**src/rtl/pipe_stage_reg.sv**
```systemverilog
// Elastic valid/ready pipeline stage register with flush, sticky halt, occupancy and stall counter.
// Define PIPE_STAGE_SKID_EN for the 2-entry skid build with a fully registered in_ready.
module pipe_stage_reg #(
   parameter int DW = 32,
   parameter int CW = 16
) (
   input  logic          CLK,
   input  logic          RST,
   input  logic          flush,
   input  logic          in_valid,
   output logic          in_ready,
   input  logic [DW-1:0] in_data,
   input  logic          in_halt,
   output logic          out_valid,
   input  logic          out_ready,
   output logic [DW-1:0] out_data,
   output logic          out_halt,
   output logic          halted,
   output logic [1:0]    occupancy,
   output logic [CW-1:0] stall_cnt
);

   typedef enum logic [1:0] {
      EMPTY = 2'd0,
      ONE   = 2'd1,
      TWO   = 2'd2
   } stageState_t;

   stageState_t   stateReg, stateNext;
   logic [DW-1:0] mainDataReg;
   logic          mainHaltReg;
   logic          haltedReg;
   logic [CW-1:0] stallReg;
   logic          accept, pop, loadMainIn;
`ifdef PIPE_STAGE_SKID_EN
   logic [DW-1:0] skidDataReg;
   logic          skidHaltReg;
   logic          loadMainSkid, loadSkid;
`endif

   assign out_valid = (stateReg != EMPTY);
   assign out_data  = out_valid ? mainDataReg : '0;
   assign out_halt  = out_valid & mainHaltReg;
   assign halted    = haltedReg;
   assign occupancy = stateReg;
   assign stall_cnt = stallReg;

`ifdef PIPE_STAGE_SKID_EN
   assign in_ready = (stateReg != TWO) && !haltedReg;
`else
   assign in_ready = (!out_valid || out_ready) && !haltedReg;
`endif

   assign accept = in_valid && in_ready;
   assign pop    = out_valid && out_ready;

   always_comb begin
      stateNext  = stateReg;
      loadMainIn = 1'b0;
`ifdef PIPE_STAGE_SKID_EN
      loadMainSkid = 1'b0;
      loadSkid     = 1'b0;
`endif
      case (stateReg)
         EMPTY: begin
            if (accept) begin
               stateNext  = ONE;
               loadMainIn = 1'b1;
            end
         end
         ONE: begin
            if (accept && pop) begin
               loadMainIn = 1'b1;
`ifdef PIPE_STAGE_SKID_EN
            end else if (accept) begin
               stateNext = TWO;
               loadSkid  = 1'b1;
`endif
            end else if (pop) begin
               stateNext = EMPTY;
            end
         end
`ifdef PIPE_STAGE_SKID_EN
         TWO: begin
            if (pop) begin
               stateNext    = ONE;
               loadMainSkid = 1'b1;
            end
         end
`endif
         default: stateNext = EMPTY;
      endcase
      // Flush wins: an accept in the same cycle is consumed upstream but dropped here.
      if (flush) begin
         stateNext  = EMPTY;
         loadMainIn = 1'b0;
`ifdef PIPE_STAGE_SKID_EN
         loadMainSkid = 1'b0;
         loadSkid     = 1'b0;
`endif
      end
   end

   always_ff @(posedge CLK) begin
      if (RST) begin
         stateReg  <= EMPTY;
         haltedReg <= 1'b0;
         stallReg  <= '0;
      end else begin
         stateReg <= stateNext;
         if (flush)
            haltedReg <= 1'b0;
         else if (accept && in_halt)
            haltedReg <= 1'b1;
         // Saturating count; flush deliberately leaves it alone.
         if (out_valid && !out_ready && (stallReg != {CW{1'b1}}))
            stallReg <= stallReg + CW'(1);
      end
   end

   always_ff @(posedge CLK) begin
      if (RST) begin
         mainDataReg <= '0;
         mainHaltReg <= 1'b0;
      end else if (loadMainIn) begin
         mainDataReg <= in_data;
         mainHaltReg <= in_halt;
`ifdef PIPE_STAGE_SKID_EN
      end else if (loadMainSkid) begin
         mainDataReg <= skidDataReg;
         mainHaltReg <= skidHaltReg;
`endif
      end
   end

`ifdef PIPE_STAGE_SKID_EN
   always_ff @(posedge CLK) begin
      if (RST) begin
         skidDataReg <= '0;
         skidHaltReg <= 1'b0;
      end else if (loadSkid) begin
         skidDataReg <= in_data;
         skidHaltReg <= in_halt;
      end
   end
`endif

endmodule

```
**config.mk**
```make
export PLATFORM = sky130hd
export DESIGN_NAME = pipe_stage_reg
export DESIGN_NICKNAME = d
export VERILOG_FILES = /design/src/rtl/pipe_stage_reg.sv
export SDC_FILE = /design/constraint.sdc
export NUM_CORES = 1
export LEC_CHECK = 0
export ABC_CLOCK_PERIOD_IN_PS = 4950
export BUFFER_PORTS_ARGS = -buffer_cell sky130_fd_sc_hd__buf_2
export CAP_MARGIN = 20
export CORE_UTILIZATION = 51
export DETAILED_ROUTE_END_ITERATION = 7
export GPL_TIMING_DRIVEN = 0
export PLACE_DENSITY = 0.84
export SYNTH_ARGS = -nofsm -noshare
export SYNTH_HDL_FRONTEND = slang
export SYNTH_SLANG_ARGS = --single-unit
```
**constraint.sdc**
```tcl
create_clock -name CLK -period 4.95 [get_ports CLK]
set_input_delay 1.485 -clock CLK [delete_from_list [all_inputs] [get_ports CLK]]
set_output_delay 1.485 -clock CLK [all_outputs]
set_load 0.1 [all_outputs]
```
# Word-level counts from Yosys, hierarchy flattened
# Index checks and enable logic that the tools add are counted.
# Widths: inputs -> output; s select.
dict set report word_totals {
  ramBits 0
  latch_bits 0
  inputBits 38
  romBits 0
  mem_count 0
  register_bits 52
}
dict set report classes {
  n_bitwise 1
  shift 0
  n_lt_le_gt_ge 0
  div_mod_pow 0
  multipliers 0
  eq_ne 5
  add_sub_neg 1
  n_reduce_logical 15
  mux 9
}
# operator count
set op_table {}
lappend op_table {{$mux 32} 1}
lappend op_table {{$add 16x1->16 const B} 1}
lappend op_table {{$ne 16x16->1 const B} 1}
lappend op_table {{$logic_and 1x1->1} 7}
lappend op_table {{$mux 2} 3}
lappend op_table {{$ne 2x2->1 const B} 3}
lappend op_table {{$pmux 2 s2} 1}
lappend op_table {{$logic_not 1->1} 3}
lappend op_table {{$mux 1} 3}
lappend op_table {{$reduce_and 3->1} 1}
lappend op_table {{$eq 2x1->1 const B} 1}
lappend op_table {{$logic_not 2->1} 1}
lappend op_table {{$pmux 1 s2} 1}
lappend op_table {{$reduce_bool 2->1} 1}
lappend op_table {{$reduce_or 2->1} 1}
lappend op_table {{$and 1x1->1} 1}
lappend op_table {{$logic_or 1x1->1} 1}

# Longest topological paths before layout
dict set report depth {
  ltp_word 9
  depth_mapped 6
  depth_no_buf 5
}

# Least setup slack after synthesis
# OpenSTA, ideal clock, no wires.
dict set report synth_timing {
  kind {in2out}
  start {input out_ready}
  end {output in_ready}
  required_ns 3.465
  t_arrival_ns 2.808
  cell_stages 2
  slack_ns 0.657
  path_buffers 0
  cell_sequence {nor2b_1 nor2_1}
}
dict set report synth_between {
  elab_chain_len 2
}
# element line_no
set synth_lines {}
lappend synth_lines {{from (decl)} 15} ;# input logic out_ready,
lappend synth_lines {{$logic_or 1x1->1} 51} ;# assign in_ready = (!out_valid || out_ready) && !haltedReg;
lappend synth_lines {{$logic_and 1x1->1} 51}
lappend synth_lines {{to (decl)} 11} ;# output logic in_ready,
# Every way passes these cells.

# Worst setup path after layout
# Ends and elaborated chain as after synthesis.

==> summary.md <==
Status
• finished, final reports clean — outcome

Clock network
• 0 — number of gates resized after CTS
• 0 — Post-CTS Setup Inserts
• 2 — maximum clock insertion buffer count
• 0 — hold buffer count at cts
• sky130_fd_sc_hd__clkbuf_8 — CTS Root Buffer Type
• 5 — TritonCTS buffer count
• yes — clock tree from TritonCTS
• 51 — CTS sink count
• 0.08 ns — clk slew on worst S/H paths
• 2 — count of H-tree levels built during CTS
• 0.30 ns — clock latency at the later pin of the worst-skew pair

Logic synthesis
• 45.21% — proportion of synthesized chip area in sequential cells
• sky130_fd_sc_hd__nand2_1 — most frequent cell after synthesis
• 2258 sq um — synthesized area
• 33 — number of distinct library cells after synthesis
• 0 — total of warnings raised by yosys
• 286 — gate count after technology mapping
• 0% — share of synthesized registers carrying an async set or reset
• sky130_fd_sc_hd__dfxtp_1 — cell taking the most area after synthesis
• 325 — Net Count, Synth
• sky130_fd_sc_hd__dfxtp_1 (45%), sky130_fd_sc_hd__nand2_1 (12%), sky130_fd_sc_hd__a21oi_1 (10%), sky130_fd_sc_hd__and2_1 (9.1%), sky130_fd_sc_hd__clkbuf_1 (2.7%) — cell types with the largest area share after synthesis
• sky130_fd_sc_hd__dfxtp_1 — main flop type after synthesis
• 0 — count of flip-flops with a built-in enable after synthesis
• 45.21% — area share of the largest cell type after synthesis
• 7.897 sq um — mean area per synthesized cell
• sky130_fd_sc_hd__nand2_1 (70), sky130_fd_sc_hd__dfxtp_1 (51), sky130_fd_sc_hd__a21oi_1 (46) — cell types with the highest counts after synthesis
• 51 — #FFs+latches synth

Floorplan
• 92 — number of top-level pins
• 68.55 um — die outline width
• 54.88% — effective utilization at floorplan
• 4115 sq um — CORE AREA
• 68.55 um — Die Height
• 4698 sq um — Die Outline Area
• 23 — count of standard-cell rows

Worst setup path
• 4 — crit-path max FO
• sky130_fd_sc_hd__nor2b_1 — master of the slowest instance on the critical path
• buffers and inverters — cell family contributing the most delay on the critical path
• stall_cnt[1] — Reg2Reg Capture Point
• output port — kind of capture point of the worst setup path
• input pin — startpoint types
• sky130_fd_sc_hd__buf_2 — cell mode on critical path
• buf_2 > nor2b_1 > nor2_1 > buf_2 — cells along the critical path
• in_ready — Critical Path End
• 6 — worst-case reg-to-reg path depth
• out_ready — critical path startpoint
• 3.46 ns — critical path data required time
• input pin to output port — CP Class
• 0.30 ns — largest incremental delay on the critical path
• 4 — Levels on crit path
• 2.89 ns — reg-to-reg slack, setup
• 2.28 ns — worst endpoint data arrival time
• stall_cnt[0] — source of the worst register-to-register timing path
• 2 — buffers and inverters on the worst path

Timing
• 0 — final setup fails
• 57.89% — Slew Limit Headroom
• 265.9 MHz — highest clock frequency the design can meet
• 0.004031 ns — Worst Skew
• 0 — count of final max-slew check failures
• 75.97% — share of the clock period used by the worst path after layout
• false — RSZ-0062 raised after global routing
• 0.6268 ns — Worst Max-Slew Pin Slew
• 0 ns — Sum Neg Setup Slack
• 3.761 ns — time the final worst path needs with I/O delays and setup
• 0.4524 ns — worst hold slack
• 0 — total count of hold-check failures in the final report

Power and ir drop
• 271.4 nW/um^2 — PD cells
• 1.249 nW — reported leakage power
• 774.6 uW — overall power consumption
• 27.44% — proportion of total power due to net switching
• 55.6% — share of power burned in registers
• 13.2% — relative contribution of combinational cells to total power
• 158.0 uV — VDD IR-drop max
• 31.2% — part of the power in the clock network
• 562.1 uW — internal power contribution
• 212.5 uW — Net Sw Power

Drt
• 148 — DRT iter0 DRCs
• 5421 um — drt total wl
• 0 — DRC violations left
• 12.55 um — average detailed-routed wire length per instance
• 0 — antenna-violating nets left
• 5.248 — vias per inst
• 4 — Pre-Repair DR Iteration Count
• 2267 — routed vias

Placed design
• 4006 um — estimated wirelength of the detail-placed design
• 425 — number of cells in the design after placement
• 89 — Port Buf Inserts
• 0.7858 — gp weighted congestion

Run
• 0 — max cap viols

GRT
• 0 — initial antenna violation count
• 40.44% — M2 GR Usage
• 24.04% — overall fraction of global-route tracks in use
• 6.414% — GR Layer Usage met3
• 8369 um — global-route wire length before repair
• 1988 — vias in the first global route
• 29.12% — met1 capacity usage during global routing
• met2 — busiest layer in global routing
• 0 — residual overflow from global routing
• 15 — pin count of the biggest net entering global routing

Layout
• 0 — Ant. Diodes
• 432 — final standard cell count with taps included and fillers excluded
• 27.23% — share of post-route cells with drive strength above 1
• 421 — total number of nets in the final design
• 26.37% — area growth from synthesis to layout

Min path
• flip-flop to flip-flop — Tightest Hold Check Type
• mainDataReg[24] — worst hold start

-- worst min-delay path by stage --
stage,cells after the start,slack [ns],endpoint
finish,2,0.45,mainDataReg[24]
global route,2,0.47,mainDataReg[18]
CTS,2,0.45,mainDataReg[1]
detailed placement,2,0.44,mainDataReg[1]
global placement,2,0.44,mainDataReg[1]
floorplan,2,0.43,mainDataReg[0]
-- power groups by stage --
stage          logic (mW)  clock network [mW]  registers, mW
6_report            0.102               0.242          0.431
5_1_grt             0.111               0.263          0.433
4_1_cts             0.103               0.247          0.431
3_5_place_dp        0.102                   0          0.440
3_3_place_gp        0.101                   0          0.440
2_1_floorplan      0.0657                   0          0.446
-- state kept, by name, indices dropped and copies added, names as in the netlist --
| signal | flops |
|---|---|
| occupancy | 1 |
| mainDataReg | 32 |
| stall_cnt | 16 |
| mainHaltReg | 1 |
| halted | 1 |
-- routing by layer --
layer	wire [um]	vias up
met4	63	0
met1	2338	1031
met3	358	7
li1	-	1162
met2	2661	67
met5	0	-
-- layout by cell type (no fill, tap or decap), types with 3 or more instances in the layout --
master and count:
sky130_fd_sc_hd__buf_2 89, sky130_fd_sc_hd__nand2_1 70, sky130_fd_sc_hd__dfxtp_1 51, sky130_fd_sc_hd__a21oi_1 46, sky130_fd_sc_hd__and2_1 33, sky130_fd_sc_hd__clkbuf_1 16, sky130_fd_sc_hd__nor2_1 6, sky130_fd_sc_hd__or4_1 6
sky130_fd_sc_hd__clkbuf_8 6, sky130_fd_sc_hd__nand3_1 5, sky130_fd_sc_hd__o31ai_1 5, sky130_fd_sc_hd__o21ai_0 5, sky130_fd_sc_hd__or3_1 5, sky130_fd_sc_hd__inv_1 4, sky130_fd_sc_hd__nand4_1 4, sky130_fd_sc_hd__nor3_1 4
sky130_fd_sc_hd__and4_1 3, sky130_fd_sc_hd__buf_4 3
-- per-stage QoR --
stage                     utilization [%]  setup slack [ns]  area (sq um)
final                               69.35             1.189          2854
after global routing                69.35             1.154          2854
after CTS                           69.35             1.194          2854
after detailed placement            67.22             1.194          2766
after global placement              67.22             1.201          2766
after floorplan                         -            0.6568          2258
-- logic make-up after synthesis --
| family | Yosys count | synth area share (%) |
|---|---|---|
| xor gates and xnor gates | 1 | 0.3879 |
| muxes | 2 | 0.9418 |
| DFF | 51 | 45.21 |
| other | 1 | 0.1660 |
| buffers and inverters | 23 | 4.321 |
| and+or+nand+nor | 146 | 33.35 |
| AOI/OAI and AO/OA | 61 | 15.07 |
| adders and majority gates | 1 | 0.5539 |
-- worst min-delay path, stage by stage, from the launching register on --
cell and delay (ns):
sky130_fd_sc_hd__dfxtp_1 0.31, sky130_fd_sc_hd__nand2_1 0.05, sky130_fd_sc_hd__a21oi_1 0.05
-- layout make-up --
cell class,instances,area (sq um)
Multi-Input combinational cell,212,1140
Fill cell,370,1261
Clock inverter,1,5.005
Inverter,4,15.01
Sequential cell,51,1021
Timing Repair Buffer,89,445.4
Buffer,19,82.58
Clock buffer,6,82.58
Tap cell,50,62.56
No activity file was read; power rests on OpenSTA's default activity.
